[config.mk]
export PLATFORM = sky130hd
export DESIGN_NAME = lsu_subword
export DESIGN_NICKNAME = d
export VERILOG_FILES = /design/src/rtl/lsu_subword.sv
export SDC_FILE = /design/constraint.sdc
export NUM_CORES = 1
export LEC_CHECK = 0
export BUFFER_PORTS_ARGS = -buffer_cell sky130_fd_sc_hd__buf_2
export CORE_ASPECT_RATIO = 1.2
export CORE_MARGIN = 1
export CORE_UTILIZATION = 25
export DETAILED_ROUTE_END_ITERATION = 10
export GPL_ROUTABILITY_DRIVEN = 1
export PLACE_DENSITY = 0.58
export SETUP_SLACK_MARGIN = 0.1
export SLEW_MARGIN = 40
export SYNTH_ARGS = -nofsm -noshare
export SYNTH_HDL_FRONTEND = slang
export SYNTH_SLANG_ARGS = --single-unit
[constraint.sdc]
create_clock -name clk -period 2.3 [get_ports clk]
set_input_delay 0.115 -clock clk [delete_from_list [all_inputs] [get_ports clk]]
set_output_delay 0.115 -clock clk [all_outputs]
set_load 0.02 [all_outputs]
[src/rtl/lsu_subword.sv]
// Load/store alignment unit between the MEM stage and a word-only, synchronous-read data memory.
// Sub-word stores use read-modify-write; loads are lane-selected and sign/zero extended.
module lsu_subword #(
  parameter bit MISALIGN_CHK = 1'b1
) (
  input  logic        clk,
  input  logic        rst,
  input  logic        req_valid,
  output logic        req_ready,
  input  logic        req_we,
  input  logic [2:0]  req_funct3,
  input  logic [31:0] req_addr,
  input  logic [31:0] req_wdata,
  output logic        rsp_valid,
  output logic [31:0] rsp_rdata,
  output logic        err_o,
  output logic [31:0] mem_ad,
  output logic [31:0] wrtDat,
  output logic        memWrt,
  input  logic [31:0] redDat
);

  localparam logic [1:0] S_IDLE      = 2'd0;
  localparam logic [1:0] S_LOAD_WAIT = 2'd1;
  localparam logic [1:0] S_RMW_MERGE = 2'd2;

  localparam logic [2:0] F3_B  = 3'b000;
  localparam logic [2:0] F3_H  = 3'b001;
  localparam logic [2:0] F3_W  = 3'b010;
  localparam logic [2:0] F3_BU = 3'b100;
  localparam logic [2:0] F3_HU = 3'b101;

  logic [1:0]  r_state;
  logic [2:0]  r_f3;
  logic [31:0] r_addr;
  logic [31:0] r_wdata;
  logic        r_rsp_valid;
  logic [31:0] r_rsp_rdata;
  logic        r_err;

  logic        w_ready;
  logic        w_accept;
  logic        w_illegal;
  logic        w_misalign;
  logic        w_bad;
  logic        w_sw_now;

  // Halfwords are located by addr[1] alone, so force-aligned halves need no extra handling.
  function automatic logic [31:0] f_load_ext(input logic [31:0] word,
                                             input logic [2:0]  f3,
                                             input logic [1:0]  off);
    logic [7:0]  v_b;
    logic [15:0] v_h;
    logic [31:0] v_res;
    v_b = word[{off, 3'b000} +: 8];
    v_h = word[{off[1], 4'b0000} +: 16];
    case (f3)
      F3_B:    v_res = {{24{v_b[7]}}, v_b};
      F3_BU:   v_res = {24'h000000, v_b};
      F3_H:    v_res = {{16{v_h[15]}}, v_h};
      F3_HU:   v_res = {16'h0000, v_h};
      default: v_res = word;
    endcase
    return v_res;
  endfunction

  function automatic logic [31:0] f_merge(input logic [31:0] word,
                                          input logic [31:0] wd,
                                          input logic [2:0]  f3,
                                          input logic [1:0]  off);
    logic [31:0] v_res;
    v_res = word;
    case (f3)
      F3_B:    v_res[{off, 3'b000} +: 8] = wd[7:0];
      F3_H:    v_res[{off[1], 4'b0000} +: 16] = wd[15:0];
      default: v_res = word;
    endcase
    return v_res;
  endfunction

  assign w_ready  = (r_state == S_IDLE) && !rst;
  assign w_accept = req_valid && w_ready;

  // Request classification: illegal encodings and size misalignment.
  always_comb begin
    w_illegal  = 1'b0;
    w_misalign = 1'b0;
    if (req_we) begin
      case (req_funct3)
        F3_B, F3_H, F3_W: w_illegal = 1'b0;
        default:          w_illegal = 1'b1;
      endcase
    end else begin
      case (req_funct3)
        F3_B, F3_H, F3_W, F3_BU, F3_HU: w_illegal = 1'b0;
        default:                        w_illegal = 1'b1;
      endcase
    end
    if (MISALIGN_CHK) begin
      case (req_funct3)
        F3_H, F3_HU: w_misalign = req_addr[0];
        F3_W:        w_misalign = (req_addr[1:0] != 2'b00);
        default:     w_misalign = 1'b0;
      endcase
    end else begin
      w_misalign = 1'b0;
    end
  end

  assign w_bad    = w_illegal || w_misalign;
  assign w_sw_now = w_accept && !w_bad && req_we && (req_funct3 == F3_W);

  // Memory-side drive: SW goes straight through, sub-word stores write back the merged word.
  always_comb begin
    mem_ad = {r_addr[31:2], 2'b00};
    memWrt = 1'b0;
    wrtDat = 32'h0000_0000;
    case (r_state)
      S_IDLE: begin
        mem_ad = {req_addr[31:2], 2'b00};
        if (w_sw_now) begin
          memWrt = 1'b1;
          wrtDat = req_wdata;
        end else begin
          memWrt = 1'b0;
          wrtDat = 32'h0000_0000;
        end
      end
      S_RMW_MERGE: begin
        if (!rst) begin
          memWrt = 1'b1;
          wrtDat = f_merge(redDat, r_wdata, r_f3, r_addr[1:0]);
        end else begin
          memWrt = 1'b0;
          wrtDat = 32'h0000_0000;
        end
      end
      default: begin
        memWrt = 1'b0;
        wrtDat = 32'h0000_0000;
      end
    endcase
  end

  // Sequencer, request latches and registered response/error pulses.
  always_ff @(posedge clk) begin
    if (rst) begin
      r_state     <= S_IDLE;
      r_f3        <= 3'b000;
      r_addr      <= 32'h0000_0000;
      r_wdata     <= 32'h0000_0000;
      r_rsp_valid <= 1'b0;
      r_rsp_rdata <= 32'h0000_0000;
      r_err       <= 1'b0;
    end else begin
      r_rsp_valid <= 1'b0;
      r_err       <= 1'b0;
      case (r_state)
        S_IDLE: begin
          if (w_accept) begin
            r_f3    <= req_funct3;
            r_addr  <= req_addr;
            r_wdata <= req_wdata;
            if (w_bad) begin
              r_err <= 1'b1;
            end else if (!req_we) begin
              r_state <= S_LOAD_WAIT;
            end else if (req_funct3 != F3_W) begin
              r_state <= S_RMW_MERGE;
            end
          end
        end
        S_LOAD_WAIT: begin
          r_rsp_valid <= 1'b1;
          r_rsp_rdata <= f_load_ext(redDat, r_f3, r_addr[1:0]);
          r_state     <= S_IDLE;
        end
        S_RMW_MERGE: begin
          r_state <= S_IDLE;
        end
        default: begin
          r_state <= S_IDLE;
        end
      endcase
    end
  end

  assign req_ready = w_ready;
  assign rsp_valid = r_rsp_valid;
  assign rsp_rdata = r_rsp_rdata;
  assign err_o     = r_err;

endmodule

# After elaboration in Yosys (flattened, before gate mapping)
# Cells that the tools add are included.
# totals
regBits	87
latch_bits	0
ramBits	0
rom_bits	0
in_bits	103
wordCells	67
memories	0
# classes
n_addsub	2
mul	0
div_mod_pow	0
order_cmp	0
n_eq_ne	11
shifts	6
n_mux	19
bitwise_logic	3
reduce_logical	19
# op_table
cell	n
$pmux W32 S2	2
$pmux W32 S4	1
$mux W32	3
$bwmux W32	2
$shift A16 B7 Y32 const A	1
$shift A8 B7 Y32 const A	1
$shiftx A16 B7 Y32	1
$shiftx A32 B6 Y16	1
$shiftx A32 B6 Y8	1
$shiftx A8 B7 Y32	1
$neg A5 Y7	2
$eq A3 B3 Y1 const B	4
$mux W1	7
$eq A3 B1 Y1 const B	2
$logic_not A3 Y1	2
$reduce_or A3 Y1	2
$logic_and A1 B1 Y1	5
$reduce_or A5 Y1	1
$mux W2	2
$pmux W1 S2	2
$reduce_or A2 Y1	2
$eq A3 B2 Y1 const B	1
$ne A3 B2 Y1 const B	1
$not A1 Y1	3
9 further kinds	10

# Longest topological paths before layout
# logic_depth
ltp_word	11
depth_mapped	9

# Worst setup path before layout
# No wires, ideal clock.
# synth_timing
kind	register to output
startpoint	register r_addr[1]
endpoint	output wrtDat[4]
arrival_ps	2454
t_required_ps	2185
setup_slack_ps	-269
stages_incl_launch_ff	9
n_path_buf	2
path_cell_list	dfxtp_1 > buf_2 > inv_2 > buf_2 > ha_1 > or4b_4 > a211oi_4 > a22o_1 > a21o_1
# synth_between
elab_chain_len	6
elab_cells_between_ends	11
classes_between	add/sub (2); shift (4); mux (5)
# synth_rtl
item	line	rtl
start: declaration	35	logic [31:0] r_addr;
start signal: assignment	162	r_addr <= req_addr;
$neg A5 Y7, on equally long branches	75, 74	
$shiftx A16 B7 Y32 (tied with other cells)	75	F3_H: v_res[{off[1], 4'b0000} +: 16] = wd[15:0];
$bwmux W32, on equally long branches	75, 74	
$pmux W32 S2 (*)	73	case (f3)
$mux W32 (*)	130	if (!rst) begin
$pmux W32 S2 (*)	118	case (r_state)
end: declaration	18	output logic [31:0] wrtDat,
# Mark *: on every way between the ends. The rest lies on a longest branch, timed or not.

# Worst setup path after layout
# layout_timing
startpoint	register r_addr[0]
endpoint	output wrtDat[7]
# layout_between
elab_chain_len	6
elab_cells_between_ends	7
classes_between	add/sub (1); shift (2); mux (4)
# layout_rtl
item	line	rtl
$neg A5 Y7 (*)	74	F3_B: v_res[{off, 3'b000} +: 8] = wd[7:0];
$shiftx A8 B7 Y32 / $shift A8 B7 Y32 (equally long branches)	74	
$bwmux W32 (*)	74	
$pmux W32 S2 (*)	73	
$mux W32 (*)	130	
$pmux W32 S2 (*)	118	
# Marked as above.

==> summary.txt <==
Run status
  • Status: finished, violations left
  • Failing checks: negative setup slack

GRT
  • First-pass GRT wire length: 30500 µm
  • Vias in the first global route: a little over 5k
  • Largest net degree at the start of global routing: 48
  • GR Util All Layers: 19.4%
  • Grt ovf: 0
  • Initial antenna violation count: 3

Logic synthesis
  • Adder-cell share of the synthesized area: 1.23%
  • Main combinational cell family by area after synthesis: compound AO/OA/AOI/OAI gates
  • Main synth FF type: dfxtp_1
  • Sequential area share after synthesis: 34.3%
  • FFs w/ async S/R, synth: 0%
  • Mean Syn Cell Area: 8.83 µm²
  • Post-synthesis simple-gate area fraction: 20.8%
  • EDFF count, synth: 0
  • Ys Warns: 0
  • Flops & latches, synth: 87
  • Post-Syn Instances: 575
  • XOR/XNOR Fraction of Synth Area: 0%
  • Mux share of post-synthesis cell area: a little over an eighth
  • Distinct cell type count after synthesis: 53
  • Compound-Gate Fraction of Synth Area: roughly a quarter
  • Synthesized area: 5080 µm²

Cells and area
  • Area taken by multi-input logic gates: 3270 µm²
  • Area Overhead vs Synth: 55.6%
  • Fill cells: 2002
  • Sequential cell area: 1760 µm²
  • Ratio of cells with drive above 1 in the final layout: between 40 and 50%
  • Net count, final: 941
  • Final core occ: 40.0%

Setup path
  • Crit-path cells: inv_4 -> ha_4 -> or4b_4 -> a211oi_4 -> buf_6 -> a22o_1 -> a21o_1 -> buf_6
  • Slowest-stage cell, CP: or4b_4
  • Kind of critical path: flip-flop to output port
  • Critical path startpoint category: flip-flop
  • Critical path required time: 2.18 ns
  • Crit end category: output port
  • R2R Setup Slk: 0.45 ns
  • Crit path top cell by count: buf_6
  • Critical Path AT: 2.29 ns
  • Reg2reg path depth: 8
  • Critical path fanouts, max: 5
  • R2r endpoint: rsp_rdata[27]$_SDFFE_PP0P_
  • Max incr delay on CP: 0.49 ns
  • FF-to-FF Start: r_addr[1]$_SDFFE_PP0P_

STA
  • Setup ws final: -0.106 ns
  • Final hold violation count: 0
  • Max Fclk: 416 MHz
  • Fin Clk Skew: 0.0134 ns
  • Setup Viol. Count Final: 7
  • Min cycle time layout: 2.41 ns
  • Slew Viols, Final: 0
  • Unrepaired setup endpoints after global routing: yes
  • Fin crit share: 105%

Placed design
  • Port bufs: 200
  • DP HPWL: approximately 15000 µm
  • GP Congestion: 0.875

Floorplan
  • Io pins: 203
  • Die area: approximately 21000 µm²
  • Row count: 56
  • Core ar.: 19800 µm²
  • DIE HEIGHT: 158 µm
  • Initial core utilization: between 20% and 30%
  • Die X: about 130 µm

Clock tree
  • Sink Count: 87
  • CTS Buf Count: 9
  • CTS tree: done
  • Insertion delay to the later sink of the worst-skew pair: 0.36 ns
  • CTS HTree Levels: 3
  • Clock Pin Slew Worst Setup and Hold Paths: roughly 0.060 ns
  • Clock Tree Buf Depth: 2
  • Root buf cell: clkbuf_16

Route
  • Detailed Route Iter0 Violations: 327
  • Wire per inst: 18.8 µm
  • Antenna Violating Nets Remaining: 0
  • Via Count: around 5.4k
  • Drt via density: 4.95
  • Routed WL: 20600 µm
  • DRC Markers: 0
  • First drt pass iteration count: 4

Power
  • P per Cell Area: 541 nW/µm²
  • Total power: between 4 and 5 mW
  • Lkg Pwr: 3.39 nW
  • Maximum vdd drop: about 0.00035 V

Job
  • Max_cap viols: 0

Min path
  • WHS Path Cells: 3
  • Hold_sp: req_addr[1]
  • Worst Hold Path EP: r_addr[1]$_SDFFE_PP0P_
  • Type of the worst min-delay path: input pin to flip-flop
## sequential cells by signal (all words and copies together), names as in the netlist
| register | count |
|---|---|
| r_addr | 32 |
| rsp_rdata | 32 |
| r_wdata | 16 |
| r_f3 | 3 |
| r_state | 2 |
| err_o | 1 |
| rsp_valid | 1 |
## metrics by stage
stage	hold WS, ns	worst slack [ns]	std cells	TNS, ns	instance area, µm²
floorplan	0.187	0.107	576	0	5120
global placement	0.320	0.119	1016	0	6430
detailed placement	0.325	0.0710	1016	0	6430
CTS	0.00816	-0.140	1088	-0.927	7620
global route	0.00995	-0.167	1096	-0.915	7900
finish	0.0137	-0.106	1097	-0.331	7910
## layout by cell type (no fill, tap or decap), types with 3 or more instances in the layout
master / n
buf_4: 39
nor2_1: 34
dfxtp_4: 4
clkbuf_16: 10
inv_1: 3
nand2b_1: 40
mux4_2: 7
buf_16: 3
a221o_1: 21
buf_12: 7
a22o_1: 26
a32o_1: 3
and3_1: 10
buf_2: 167
ha_4: 4
a2bb2oi_1: 4
dlygate4sd3_1: 40
nand3b_1: 8
bufinv_16: 3
a211oi_1: 32
a21oi_1: 8
mux2i_1: 11
o21ai_1: 4
mux2_2: 37
o21ai_0: 41
buf_6: 37
a21oi_4: 3
dfxtp_1: 82
a21o_1: 12
nand2_1: 80
## kinds of logic after synthesis
| family | Yosys count |
|---|---|
| fa+ha+maj | 5 |
| simple gates | 203 |
| buf+inv | 53 |
| mux | 56 |
| other cells | 1 |
| compound gates | 170 |
| flops | 87 |
## how the worst max path moves through the flow
| stage | slack (ns) | end | start | depth (start not counted) |
|---|---|---|---|---|
| 2_1_floorplan | 0.11 | wrtDat[4] | r_addr[1]$_SDFFE_PP0P_ | 8 |
| 3_3_place_gp | 0.12 | wrtDat[24] | r_addr[1]$_SDFFE_PP0P_ | 7 |
| 3_5_place_dp | 0.07 | wrtDat[24] | r_addr[1]$_SDFFE_PP0P_ | 7 |
| 4_1_cts | -0.14 | wrtDat[7] | r_addr[1]$_SDFFE_PP0P_ | 8 |
| 5_1_grt | -0.17 | wrtDat[7] | r_addr[0]$_SDFFE_PP0P_ | 8 |
| 6_report | -0.11 | wrtDat[7] | r_addr[0]$_SDFFE_PP0P_ | 8 |
## what timing repair did
action,in CTS,in global routing
resized for setup,75,48
gates cloned,3,1
hold endpoints to repair,40,0
endpoints found under the setup margin,32,33
setup buffers,16,7
pin swaps,17,23
hold buffers,40,0
## where the power goes
group | switching (mW) | total (mW) | internal [mW]
sequential | 0.0833 | 1.67 | 1.59
combinational | 0.489 | 0.923 | 0.434
clock | 0.636 | 1.68 | 1.05
total | 1.21 | 4.28 | 3.07
## cells in the mapped netlist, types with 2 or more instances
| library cell | n | area (µm²) |
|---|---|---|
| dfxtp_1 | 87 | 1740 |
| nand2_1 | 82 | 308 |
| o21ai_0 | 42 | 210 |
| nand2b_1 | 40 | 250 |
| mux2_2 | 38 | 428 |
| nor2_1 | 35 | 131 |
| a211oi_1 | 32 | 240 |
| a22o_1 | 26 | 228 |
| a221o_1 | 21 | 210 |
| clkbuf_1 | 20 | 75.1 |
| buf_2 | 13 | 65.1 |
| a21o_1 | 12 | 90.1 |
| and3_1 | 11 | 68.8 |
| mux2i_1 | 11 | 110 |
| a21oi_1 | 9 | 45.0 |
| buf_4 | 8 | 60.1 |
| nand3b_1 | 8 | 60.1 |
| mux4_2 | 7 | 158 |
| buf_1 | 6 | 22.5 |
| ha_1 | 5 | 62.6 |
| o21ai_1 | 5 | 25.0 |
| o2bb2ai_1 | 5 | 43.8 |
| a2bb2oi_1 | 4 | 35.0 |
| a32o_1 | 4 | 40.0 |
| inv_1 | 4 | 15.0 |
| a21oi_2 | 3 | 26.3 |
| a32oi_1 | 2 | 17.5 |
| nand3_1 | 2 | 10.0 |
| nand4_1 | 2 | 12.5 |
| nor2_2 | 2 | 12.5 |
| nor2b_1 | 2 | 12.5 |
| nor3_1 | 2 | 10.0 |
| o31ai_1 | 2 | 15.0 |
| or2_2 | 2 | 12.5 |
| or3b_1 | 2 | 17.5 |
| or4b_4 | 2 | 27.5 |
## routing by layer
metal / part of all wire, % / up-vias / track usage, %
met4: 2.9 / 4 / 8.31
li1: - / 2623 / -
met1: 43 / 2546 / 24.1
met5: 0.11 / - / 0
met3: 6.2 / 36 / 4.07
met2: 48 / 223 / 32.4
## worst max-delay path, delay by kind of cell, from the launching register on
family                   cells  cell delay (ns)
AO/OA/AOI/OAI                3             0.52
AND/OR/NAND/NOR              1             0.49
flip-flops                   1             0.35
buffers and inverters        3             0.34
adder cells (fa/ha/maj)      1             0.23
## final cells by class
cell class,count,share of cell area (%)
repair buffers,294,27.7
multi-input cells,436,41.4
flip-flops and latches,87,22.2
diodes,1,0.0317
well taps,261,4.13
clock inverters,4,1.22
inverters,5,0.364
clock buffers,9,2.85
Power figures use the tool's default switching activity.
